[src/rtl/siaminer_work_sched.sv]
// rtl/siaminer_work_sched.sv - broadcasts work to NUM_CORES hash cores, splits the nonce space into rounds, arbitrates finds.
// Optional macro SIAMINER_SCHED_EXHAUST_RPT_EN: report full-space exhaustion as a result instead of returning silently to IDLE.
module siaminer_work_sched #(
    parameter int NUM_CORES  = 4,
    parameter int RANGE_LOG2 = 8
) (
    input  logic                      clk,
    input  logic                      rst,
    input  logic                      work_valid,
    output logic                      work_ready,
    input  logic [639:0]              work,
    input  logic [31:0]               target,
    output logic [NUM_CORES-1:0]      core_load,
    output logic [639:0]              core_work,
    output logic [31:0]               core_target,
    output logic [NUM_CORES*32-1:0]   core_base,
    output logic [NUM_CORES-1:0]      core_abort,
    input  logic [NUM_CORES-1:0]      core_found,
    input  logic [NUM_CORES-1:0]      core_done,
    input  logic [NUM_CORES*32-1:0]   core_nonce,
    output logic                      res_valid,
    input  logic                      res_ready,
    output logic [31:0]               res_nonce,
    output logic                      res_exhausted
);

    localparam int CORE_LOG2 = $clog2(NUM_CORES);
    localparam int SHIFT     = RANGE_LOG2 + CORE_LOG2;
    localparam int ROUND_W   = 33 - SHIFT;
    localparam logic [ROUND_W-1:0] ROUND_LIMIT = ROUND_W'(1) << (ROUND_W - 1);

    typedef enum logic [1:0] {S_IDLE, S_LOAD, S_RUN, S_REPORT} state_t;

    state_t                    r_state;
    state_t                    w_state_next;
    logic [639:0]              r_work;
    logic [31:0]               r_target;
    logic [31:0]               r_start;
    logic [ROUND_W-1:0]        r_round;
    logic [NUM_CORES-1:0]      r_done;
    logic [NUM_CORES-1:0]      r_abort;
    logic [NUM_CORES*32-1:0]   r_base;
    logic                      r_res_valid;
    logic [31:0]               r_res_nonce;

    logic                      w_accept;
    logic                      w_found;
    logic                      w_advance;
    logic                      w_exhaust;
    logic                      w_done_all;
    logic [31:0]               w_found_nonce;
    logic [31:0]               w_work_start;
    logic [ROUND_W-1:0]        w_round_inc;
    logic [31:0]               w_base_start;
    logic [ROUND_W-1:0]        w_base_round;
    logic [31:0]               w_round_off;
    logic [NUM_CORES*32-1:0]   w_base_next;

    // Nonce field is stored little-endian in the header.
    assign w_work_start = {work[263:256], work[271:264], work[279:272], work[287:280]};
    assign w_round_inc  = r_round + 1'b1;
    assign w_done_all   = &(r_done | core_done);

    always_comb begin
        w_state_next  = r_state;
        w_accept      = 1'b0;
        w_found       = 1'b0;
        w_advance     = 1'b0;
        w_exhaust     = 1'b0;
        w_found_nonce = '0;
        for (int i = NUM_CORES - 1; i >= 0; i--) begin
            if (core_found[i]) begin
                w_found_nonce = core_nonce[i*32 +: 32];
            end
        end
        case (r_state)
            S_IDLE: begin
                if (work_valid) begin
                    w_accept     = 1'b1;
                    w_state_next = S_LOAD;
                end
            end
            S_LOAD: begin
                if (work_valid) begin
                    w_accept     = 1'b1;
                    w_state_next = S_LOAD;
                end else begin
                    w_state_next = S_RUN;
                end
            end
            S_RUN: begin
                // Preemption wins: any find/done in this cycle belongs to the old work.
                if (work_valid) begin
                    w_accept     = 1'b1;
                    w_state_next = S_LOAD;
                end else if (|core_found) begin
                    w_found      = 1'b1;
                    w_state_next = S_REPORT;
                end else if (w_done_all) begin
                    if (w_round_inc == ROUND_LIMIT) begin
                        w_exhaust = 1'b1;
`ifdef SIAMINER_SCHED_EXHAUST_RPT_EN
                        w_state_next = S_REPORT;
`else
                        w_state_next = S_IDLE;
`endif
                    end else begin
                        w_advance    = 1'b1;
                        w_state_next = S_LOAD;
                    end
                end
            end
            S_REPORT: begin
                if (res_ready) begin
                    w_state_next = S_IDLE;
                end
            end
            default: w_state_next = S_IDLE;
        endcase
    end

    assign w_base_start = w_accept ? w_work_start : r_start;
    assign w_base_round = w_accept ? '0 : w_round_inc;
    assign w_round_off  = 32'(w_base_round) << SHIFT;

    for (genvar gi = 0; gi < NUM_CORES; gi++) begin : g_base
        assign w_base_next[gi*32 +: 32] = w_base_start + w_round_off + (32'(gi) << RANGE_LOG2);
    end

`ifdef SIAMINER_SCHED_EXHAUST_RPT_EN
    logic r_res_exh;

    always_ff @(posedge clk) begin
        if (!rst) begin
            r_res_exh <= 1'b0;
        end else if (w_found) begin
            r_res_exh <= 1'b0;
        end else if (w_exhaust) begin
            r_res_exh <= 1'b1;
        end else if (r_state == S_REPORT && res_ready) begin
            r_res_exh <= 1'b0;
        end
    end

    assign res_exhausted = r_res_exh;
`else
    assign res_exhausted = 1'b0;
`endif

    always_ff @(posedge clk) begin
        if (!rst) begin
            r_state     <= S_IDLE;
            r_work      <= '0;
            r_target    <= '0;
            r_start     <= '0;
            r_round     <= '0;
            r_done      <= '0;
            r_abort     <= '0;
            r_base      <= '0;
            r_res_valid <= 1'b0;
            r_res_nonce <= '0;
        end else begin
            r_state <= w_state_next;
            r_abort <= '0;
            if (w_accept) begin
                r_work   <= work;
                r_target <= target;
                r_start  <= w_work_start;
                r_round  <= '0;
                r_done   <= '0;
            end else if (w_advance) begin
                r_round <= w_round_inc;
                r_done  <= '0;
            end else if (r_state == S_RUN) begin
                r_done <= r_done | core_done;
            end
            if (w_accept || w_advance) begin
                r_base <= w_base_next;
            end
            if (w_found) begin
                r_res_valid <= 1'b1;
                r_res_nonce <= w_found_nonce;
                r_abort     <= '1;
            end
`ifdef SIAMINER_SCHED_EXHAUST_RPT_EN
            if (w_exhaust) begin
                r_res_valid <= 1'b1;
                r_res_nonce <= r_start;
            end
`endif
            if (r_state == S_REPORT && res_ready) begin
                r_res_valid <= 1'b0;
            end
        end
    end

    assign work_ready  = (r_state != S_REPORT);
    assign core_load   = (r_state == S_LOAD) ? '1 : '0;
    assign core_work   = r_work;
    assign core_target = r_target;
    assign core_base   = r_base;
    assign core_abort  = r_abort;
    assign res_valid   = r_res_valid;
    assign res_nonce   = r_res_nonce;

endmodule

[config.mk]
export PLATFORM = sky130hd
export DESIGN_NAME = siaminer_work_sched
export DESIGN_NICKNAME = d
export VERILOG_FILES = /design/src/rtl/siaminer_work_sched.sv
export SDC_FILE = /design/constraint.sdc
export NUM_CORES = 2
export LEC_CHECK = 0
export CAP_MARGIN = 20
export CORE_AREA = 3 3 642 644
export DETAILED_ROUTE_END_ITERATION = 10
export DIE_AREA = 0 0 645 647
export PLACE_DENSITY = 0.35
export SLEW_MARGIN = 40
export SYNTH_ARGS = -nofsm -noshare
export SYNTH_HDL_FRONTEND = slang
export SYNTH_SLANG_ARGS = --single-unit
[constraint.sdc]
create_clock -name clk -period 10 [get_ports clk]
set_clock_uncertainty 0.05 [all_clocks]
set_input_delay 2 -clock clk [delete_from_list [all_inputs] [get_ports clk]]
set_output_delay 2 -clock clk [all_outputs]
set_load 0.02 [all_outputs]
; Word level (Yosys, flattened, before mapping)
; Cells that the tools add are included.
[word_totals]
out_inout_bits = 843
latch_bits = 0
rom_bits = 0
mem_count = 0
word_cells = 61
ram_bits = 0
reg_bits = 898
[classes]
muxes = 26
n_mul = 0
div_mod_pow = 0
shifts = 0
bitwise_logic = 2
add_sub_neg = 5
n_reduce_logical = 10
eq_ne = 8
n_lt_le_gt_ge = 0
[ops]
columns = op, n
row1 = $mux 32, 5
row2 = $add 32x10->32 const B, 2
row3 = $add 32x32->32, 1
row4 = $add 32x9->32 const B, 1
row5 = $add 23x1->23 const B, 1
row6 = $eq 23x23->1 const B, 1
row7 = $mux 22, 1
row8 = $mux 2, 6
row9 = $mux 1, 11
row10 = $mux 4, 2
row11 = $pmux 2 s4, 1
row12 = $ne 2x2->1 const B, 3
row13 = $reduce_or 3->1, 2
row14 = $eq 2x2->1 const B, 2
row15 = $ne 4x4->1 const B, 1
row16 = $or 4x4->4, 1
row17 = $reduce_and 4->1, 1
row18 = $reduce_or 2->1, 2
row19 = $reduce_or 4->1, 1
row20 = $reduce_and 3->1, 1
row21 = $eq 2x1->1 const B, 1
row22 = $logic_not 2->1, 1
row23 = $logic_and 1x1->1, 1
row24 = $logic_or 1x1->1, 1
row25 = $not 1->1, 1

; Longest topological paths before layout
[logic_depth]
depth_word = 8
mapped_depth = 19

; Worst setup path before layout
; No wires, ideal clock.
[synth_timing]
kind = in2reg
start = input work_valid
end = register r_base[60] (netlist: core_base[60])
setup_time_ns = 0.074
arrival_ns = 6.328
n_path_buf = 4
path_slack_ns = 3.548
t_required_ns = 9.876
path_stages = 18
path_cell_list = a21boi_1 > clkbuf_1 > clkbuf_1 > buf_1 > buf_1 > nor2_1 > ha_1 > inv_1 > fa_1 > and2b_1 > o211a_1 > o2111ai_4 > nand4b_4 > a2111oi_4 > nand3_2 > or4_4 > or3_1 > a31oi_1
[synth_via]
elab_chain_len = 5
[synth_rtl]
columns = element, line
row1 = "start, declared", 9  ; input logic work_valid,
row2 = $mux 1, "78, 84, 93"
row3 = $mux 1, -
row4 = $mux 32 or $mux 22 (tied branches), -
row5 = $add 32x32->32, 127  ; assign w_base_next[gi*32 +: 32] = w_base_start + w_round_off + (32'(gi) << RANGE_LOG2);
row6 = $add 32x9->32, 127
row7 = "end signal, assigned", 178  ; r_base <= w_base_next;
row8 = "end, declared", 42  ; logic [NUM_CORES*32-1:0] r_base;
; Parallel ways exist; a longest one is shown, timed or not.
; A chain may end at the register's enable or synchronous reset.

; Worst setup path in the final report
[layout_timing]
start = input work_valid
end = register r_base[60] (netlist: core_base[60])
[layout_via]
elab_chain_len = 5
[layout_rtl]
columns = element, line
row1 = $mux 1, "78, 84, 93"
row2 = $mux 1, -
row3 = $mux 32, -
row4 = named net w_base_start[14], 54  ; logic [31:0] w_base_start;
row5 = $add 32x32->32, 127
row6 = $add 32x9->32, 127
; The timed path passes the listed nets, and every way through them passes these cells.

==> flow_summary.html <==
<table>
<tr><th>Metric</th><th>Value</th></tr>
<tr><th colspan="2">Setup path</th></tr>
<tr><td>Required time reported for the critical path endpoint</td><td>10.72 ns</td></tr>
<tr><td>Kind of launch point of the worst setup path</td><td>input port</td></tr>
<tr><td>Path type of the worst setup path</td><td>in -&gt; reg</td></tr>
<tr><td>Arrival time at the worst endpoint</td><td>between 7 and 8 ns</td></tr>
<tr><td>Element type at the critical path end</td><td>register</td></tr>
<tr><td>Crit path max fanout</td><td>22</td></tr>
<tr><th colspan="2">Floorplan</th></tr>
<tr><td>Effective utilization at floorplan</td><td>0.08407</td></tr>
<tr><td>Total core area</td><td>406400 sq um</td></tr>
<tr><td>Die footprint</td><td>about 420000 sq um</td></tr>
<tr><td>Die height</td><td>647 um</td></tr>
<tr><td>Die X-Extent</td><td>about 650 um</td></tr>
<tr><td>Site row count</td><td>234</td></tr>
<tr><td>Ports placed on the boundary</td><td>between 1500 and 2000</td></tr>
<tr><th colspan="2">Placement</th></tr>
<tr><td>Final GP Congestion</td><td>1.007</td></tr>
<tr><td>Number of port buffers</td><td>about 1700</td></tr>
<tr><td>Placed wire-length estimate after detailed placement</td><td>about 300000 um</td></tr>
<tr><td>Setup slack after placement</td><td>2.121 ns</td></tr>
<tr><th colspan="2">Timing</th></tr>
<tr><td>Worst slew pin tran</td><td>a little under 0.9 ns</td></tr>
<tr><td>Number of endpoints failing setup at the final stage</td><td>0</td></tr>
<tr><td>Hold violation count in the final report</td><td>0</td></tr>
<tr><td>Period Utilization, post-route</td><td>0.6712</td></tr>
<tr><td>Fmax achieved</td><td>between 100 and 150 MHz</td></tr>
<tr><td>Shortest clock period the worst path allows after layout</td><td>6.712 ns</td></tr>
<tr><td>Tightest hold margin</td><td>0.4026 ns</td></tr>
<tr><td>Final worst slack</td><td>around 3.3 ns</td></tr>
<tr><td>Final-layout setup total negative slack</td><td>0 ns</td></tr>
<tr><td>Setup repair after global routing missed its margin</td><td>no</td></tr>
<tr><td>Worst relative slew slack</td><td>0.4040</td></tr>
<tr><td>Final max-slew violation count</td><td>0</td></tr>
<tr><th colspan="2">Yosys</th></tr>
<tr><td>Main flop type after synthesis</td><td>sky130_fd_sc_hd__dfxtp_1</td></tr>
<tr><td>Number of warnings reported in the yosys synthesis log</td><td>0</td></tr>
<tr><td>Post-synthesis net count</td><td>5229</td></tr>
<tr><td>Mapped Area</td><td>34160 sq um</td></tr>
<tr><td>Count of mapped cells out of synthesis</td><td>around 4400</td></tr>
<tr><td>Share of async-settable or async-resettable flops after synthesis</td><td>0</td></tr>
<tr><td>Count of cell types in the netlist</td><td>between 80 and 90</td></tr>
<tr><td>Share of the yosys chip area belonging to registers</td><td>0.5092</td></tr>
<tr><td>Number of enable flip-flop cells after synthesis</td><td>0</td></tr>
<tr><td>Syn_area_per_cell</td><td>7.786 sq um</td></tr>
<tr><td>Flip-flop and latch count after synthesis</td><td>869</td></tr>
<tr><th colspan="2">Clocking</th></tr>
<tr><td>Cell chosen for the clock root</td><td>sky130_fd_sc_hd__clkbuf_16</td></tr>
<tr><td>Quantity of gates resized following cts</td><td>0</td></tr>
<tr><td>Depth of the CTS H-tree</td><td>4</td></tr>
<tr><td>Hold-fix buffer count after cts</td><td>0</td></tr>
<tr><td>Clock slew at the register clock pins of the worst setup and hold paths</td><td>0.06 ns</td></tr>
<tr><td>Clock tree from TritonCTS</td><td>yes</td></tr>
<tr><td>Total CTS buffers</td><td>136</td></tr>
<tr><td>Clock insertion delay at the later pin of the skew report</td><td>0.83 ns</td></tr>
<tr><td>Maximum root-to-sink buffer count</td><td>4</td></tr>
<tr><td>Post CTS Setup Buffer Count</td><td>0</td></tr>
<tr><td>Number of sinks driven by the clock tree</td><td>869</td></tr>
<tr><th colspan="2">Routing</th></tr>
<tr><td>Count of antenna-violating nets left after detailed routing</td><td>0</td></tr>
<tr><td>Number of vias in the routed layout</td><td>38898</td></tr>
<tr><td>Final Routed Wirelength</td><td>between 300000 and 400000 um</td></tr>
<tr><td>Detail-routed net length per standard cell</td><td>30.84 um</td></tr>
<tr><td>Number of detailed-routing iterations run before antenna repair</td><td>5</td></tr>
<tr><td>DRC</td><td>0</td></tr>
<tr><td>Per-cell via count in the routed design</td><td>approximately 3.4</td></tr>
<tr><td>Iteration-0 DRC count of the detailed router</td><td>2467</td></tr>
<tr><th colspan="2">Global routing</th></tr>
<tr><td>GRT Util Overall</td><td>0.1618</td></tr>
<tr><td>Maximum number of pins on one net before global-route repair</td><td>about 170</td></tr>
<tr><td>Overflow left after global routing</td><td>0</td></tr>
<tr><td>Global-route wire length before repair</td><td>between 400000 and 500000 um</td></tr>
<tr><td>Via count of the first global-routing pass</td><td>about 38000</td></tr>
<tr><td>Number of antenna violations at the first check in global routing</td><td>just under 300</td></tr>
<tr><th colspan="2">Cells and area</th></tr>
<tr><td>Most used cells in the layout excluding fill and tap cells</td><td>1635 x sky130_fd_sc_hd__clkdlybuf4s50_1, 1527 x sky130_fd_sc_hd__nand2_1, 869 x sky130_fd_sc_hd__dfxtp_1</td></tr>
<tr><td>Net count of the finished layout</td><td>approximately 6700</td></tr>
<tr><td>Storage cell area</td><td>17400 sq um</td></tr>
<tr><td>Synthesis-to-layout area growth</td><td>79.36%</td></tr>
<tr><td>Count of fill cells added during filler insertion</td><td>46517</td></tr>
<tr><td>Share of cells above drive strength 1</td><td>0.05572</td></tr>
<tr><td>Multi-input gate area in the final layout</td><td>between 15000 and 20000 sq um</td></tr>
<tr><td>Most common cell after layout, fill and taps aside</td><td>sky130_fd_sc_hd__clkdlybuf4s50_1</td></tr>
<tr><th colspan="2">Pwr</th></tr>
<tr><td>Leakage dissipation</td><td>21.16 nW</td></tr>
<tr><td>Total power density per cell area</td><td>173.1 nW/um^2</td></tr>
<tr><td>Peak supply drop</td><td>roughly 0.12 mV</td></tr>
<tr><th colspan="2">Flow run</th></tr>
<tr><td>Number of maximum-capacitance violations</td><td>0</td></tr>
<tr><th colspan="2">Worst hold path</th></tr>
<tr><td>Min-delay worst type</td><td>reg -&gt; reg</td></tr>
<tr><th colspan="2">Run status</th></tr>
<tr><td>Status</td><td>finished, final reports clean</td></tr>
</table>
## cell type report
class                      instances  area share
sequential                       869      0.2839
multi-input combinational       3136      0.2488
tap                             5428      0.1108
inverter                          13   0.0009189
timing repair buffer            1706      0.2794
clock buffer                     190     0.06312
clock inverter                    44    0.009413
antenna                           89    0.003635
## sequential cells by signal, summed over array words and instances (netlist names), 2 cells and up
| signal | count |
|---|---|
| core_work | 640 |
| core_base | 102 |
| core_target | 32 |
| r_start | 32 |
| res_nonce | 32 |
| r_round | 23 |
| r_done | 4 |
| r_state | 2 |
## worst paths after layout
kind / startpoint / endpoint / slack (ns) / cells after the start
max: work_valid / core_base[60] / 3.29 / 16
min: core_work[599] / core_work[599] / 0.40 / 2
max reg2reg: r_round[0] / core_base[60] / 4.32 / 15
min reg2reg: core_work[599] / core_work[599] / 0.40 / 2
## layer usage
layer	global-route usage	wire [um]
met5	0	1085
met4	0.05385	13060
met3	0.07230	35180
met2	0.2869	176400
met1	0.1693	128200
## worst max-delay path: stages
cell and delay [ns]:
sky130_fd_sc_hd__clkdlybuf4s50_1 0.67, sky130_fd_sc_hd__a21boi_4 0.40, sky130_fd_sc_hd__buf_8 0.22, sky130_fd_sc_hd__buf_4 0.30, sky130_fd_sc_hd__nand2_1 0.14, sky130_fd_sc_hd__nand2_1 0.12
sky130_fd_sc_hd__ha_1 0.39, sky130_fd_sc_hd__a21oi_2 0.32, sky130_fd_sc_hd__o21ai_2 0.17, sky130_fd_sc_hd__a21oi_1 0.59, sky130_fd_sc_hd__xor2_1 0.29, sky130_fd_sc_hd__nor3_1 0.48
sky130_fd_sc_hd__nand3_2 0.28, sky130_fd_sc_hd__or4_4 0.51, sky130_fd_sc_hd__or3_1 0.37, sky130_fd_sc_hd__a31oi_1 0.16
## cell families after synthesis
family	share of synthesized area
fa+ha+maj	0.01084
compound gates	0.1766
xor+xnor	0.02967
mux	0.002124
simple gates	0.2246
other cells	0.0001098
flops	0.5092
buf+inv	0.04688
## power by group
part | leakage, nW | switching [mW] | internal, mW
clock | 2.15 | 2.05 | 2.90
combinational | 11.9 | 1.09 | 0.767
sequential | 7.16 | 0.137 | 3.66
total | 21.2 | 3.28 | 7.33
## cell usage after synthesis (5+ instances only)
| master | count | area, sq um |
|---|---|---|
| sky130_fd_sc_hd__o211ai_1 | 35 | 262.8 |
| sky130_fd_sc_hd__clkbuf_1 | 288 | 1081 |
| sky130_fd_sc_hd__nand3_1 | 45 | 225.2 |
| sky130_fd_sc_hd__inv_1 | 11 | 41.29 |
| sky130_fd_sc_hd__nand2_1 | 1529 | 5739 |
| sky130_fd_sc_hd__and3_1 | 18 | 112.6 |
| sky130_fd_sc_hd__xor2_1 | 48 | 420.4 |
| sky130_fd_sc_hd__a211oi_1 | 47 | 352.8 |
| sky130_fd_sc_hd__o21ai_0 | 72 | 360.4 |
| sky130_fd_sc_hd__buf_4 | 35 | 262.8 |
| sky130_fd_sc_hd__buf_2 | 26 | 130.1 |
| sky130_fd_sc_hd__xnor2_1 | 64 | 560.5 |
| sky130_fd_sc_hd__nor4_1 | 12 | 75.07 |
| sky130_fd_sc_hd__a21oi_1 | 796 | 3984 |
| sky130_fd_sc_hd__o22a_1 | 10 | 87.58 |
| sky130_fd_sc_hd__a31oi_1 | 6 | 37.54 |
| sky130_fd_sc_hd__a22oi_1 | 34 | 255.2 |
| sky130_fd_sc_hd__a211o_1 | 8 | 70.07 |
| sky130_fd_sc_hd__mux2i_1 | 5 | 50.05 |
| sky130_fd_sc_hd__nand4_1 | 13 | 81.33 |
| sky130_fd_sc_hd__a21o_1 | 6 | 45.04 |
| sky130_fd_sc_hd__nor2_1 | 212 | 795.8 |
| sky130_fd_sc_hd__or3_1 | 10 | 62.56 |
| sky130_fd_sc_hd__dfxtp_1 | 869 | 17400 |
| sky130_fd_sc_hd__a311oi_1 | 8 | 70.07 |
| sky130_fd_sc_hd__buf_1 | 21 | 78.83 |
| sky130_fd_sc_hd__nor2b_1 | 7 | 43.79 |
| sky130_fd_sc_hd__and2_1 | 8 | 50.05 |
| sky130_fd_sc_hd__nor3_1 | 20 | 100.1 |
| sky130_fd_sc_hd__ha_1 | 28 | 350.3 |
## stage by stage
step / area (sq um) / std cells / utilization / power [mW]
finish: 61280 / 11475 / 0.1508 / 10.61
global route: 61200 / 11445 / 0.1506 / 11.10
floorplan: 34160 / 4388 / - / 4.522
global placement: 56390 / 11142 / 0.1388 / 5.771
detailed placement: 56420 / 11144 / 0.1388 / 5.775
CTS: 60860 / 11378 / 0.1498 / 10.91
No activity file was read; power rests on OpenSTA's default activity.
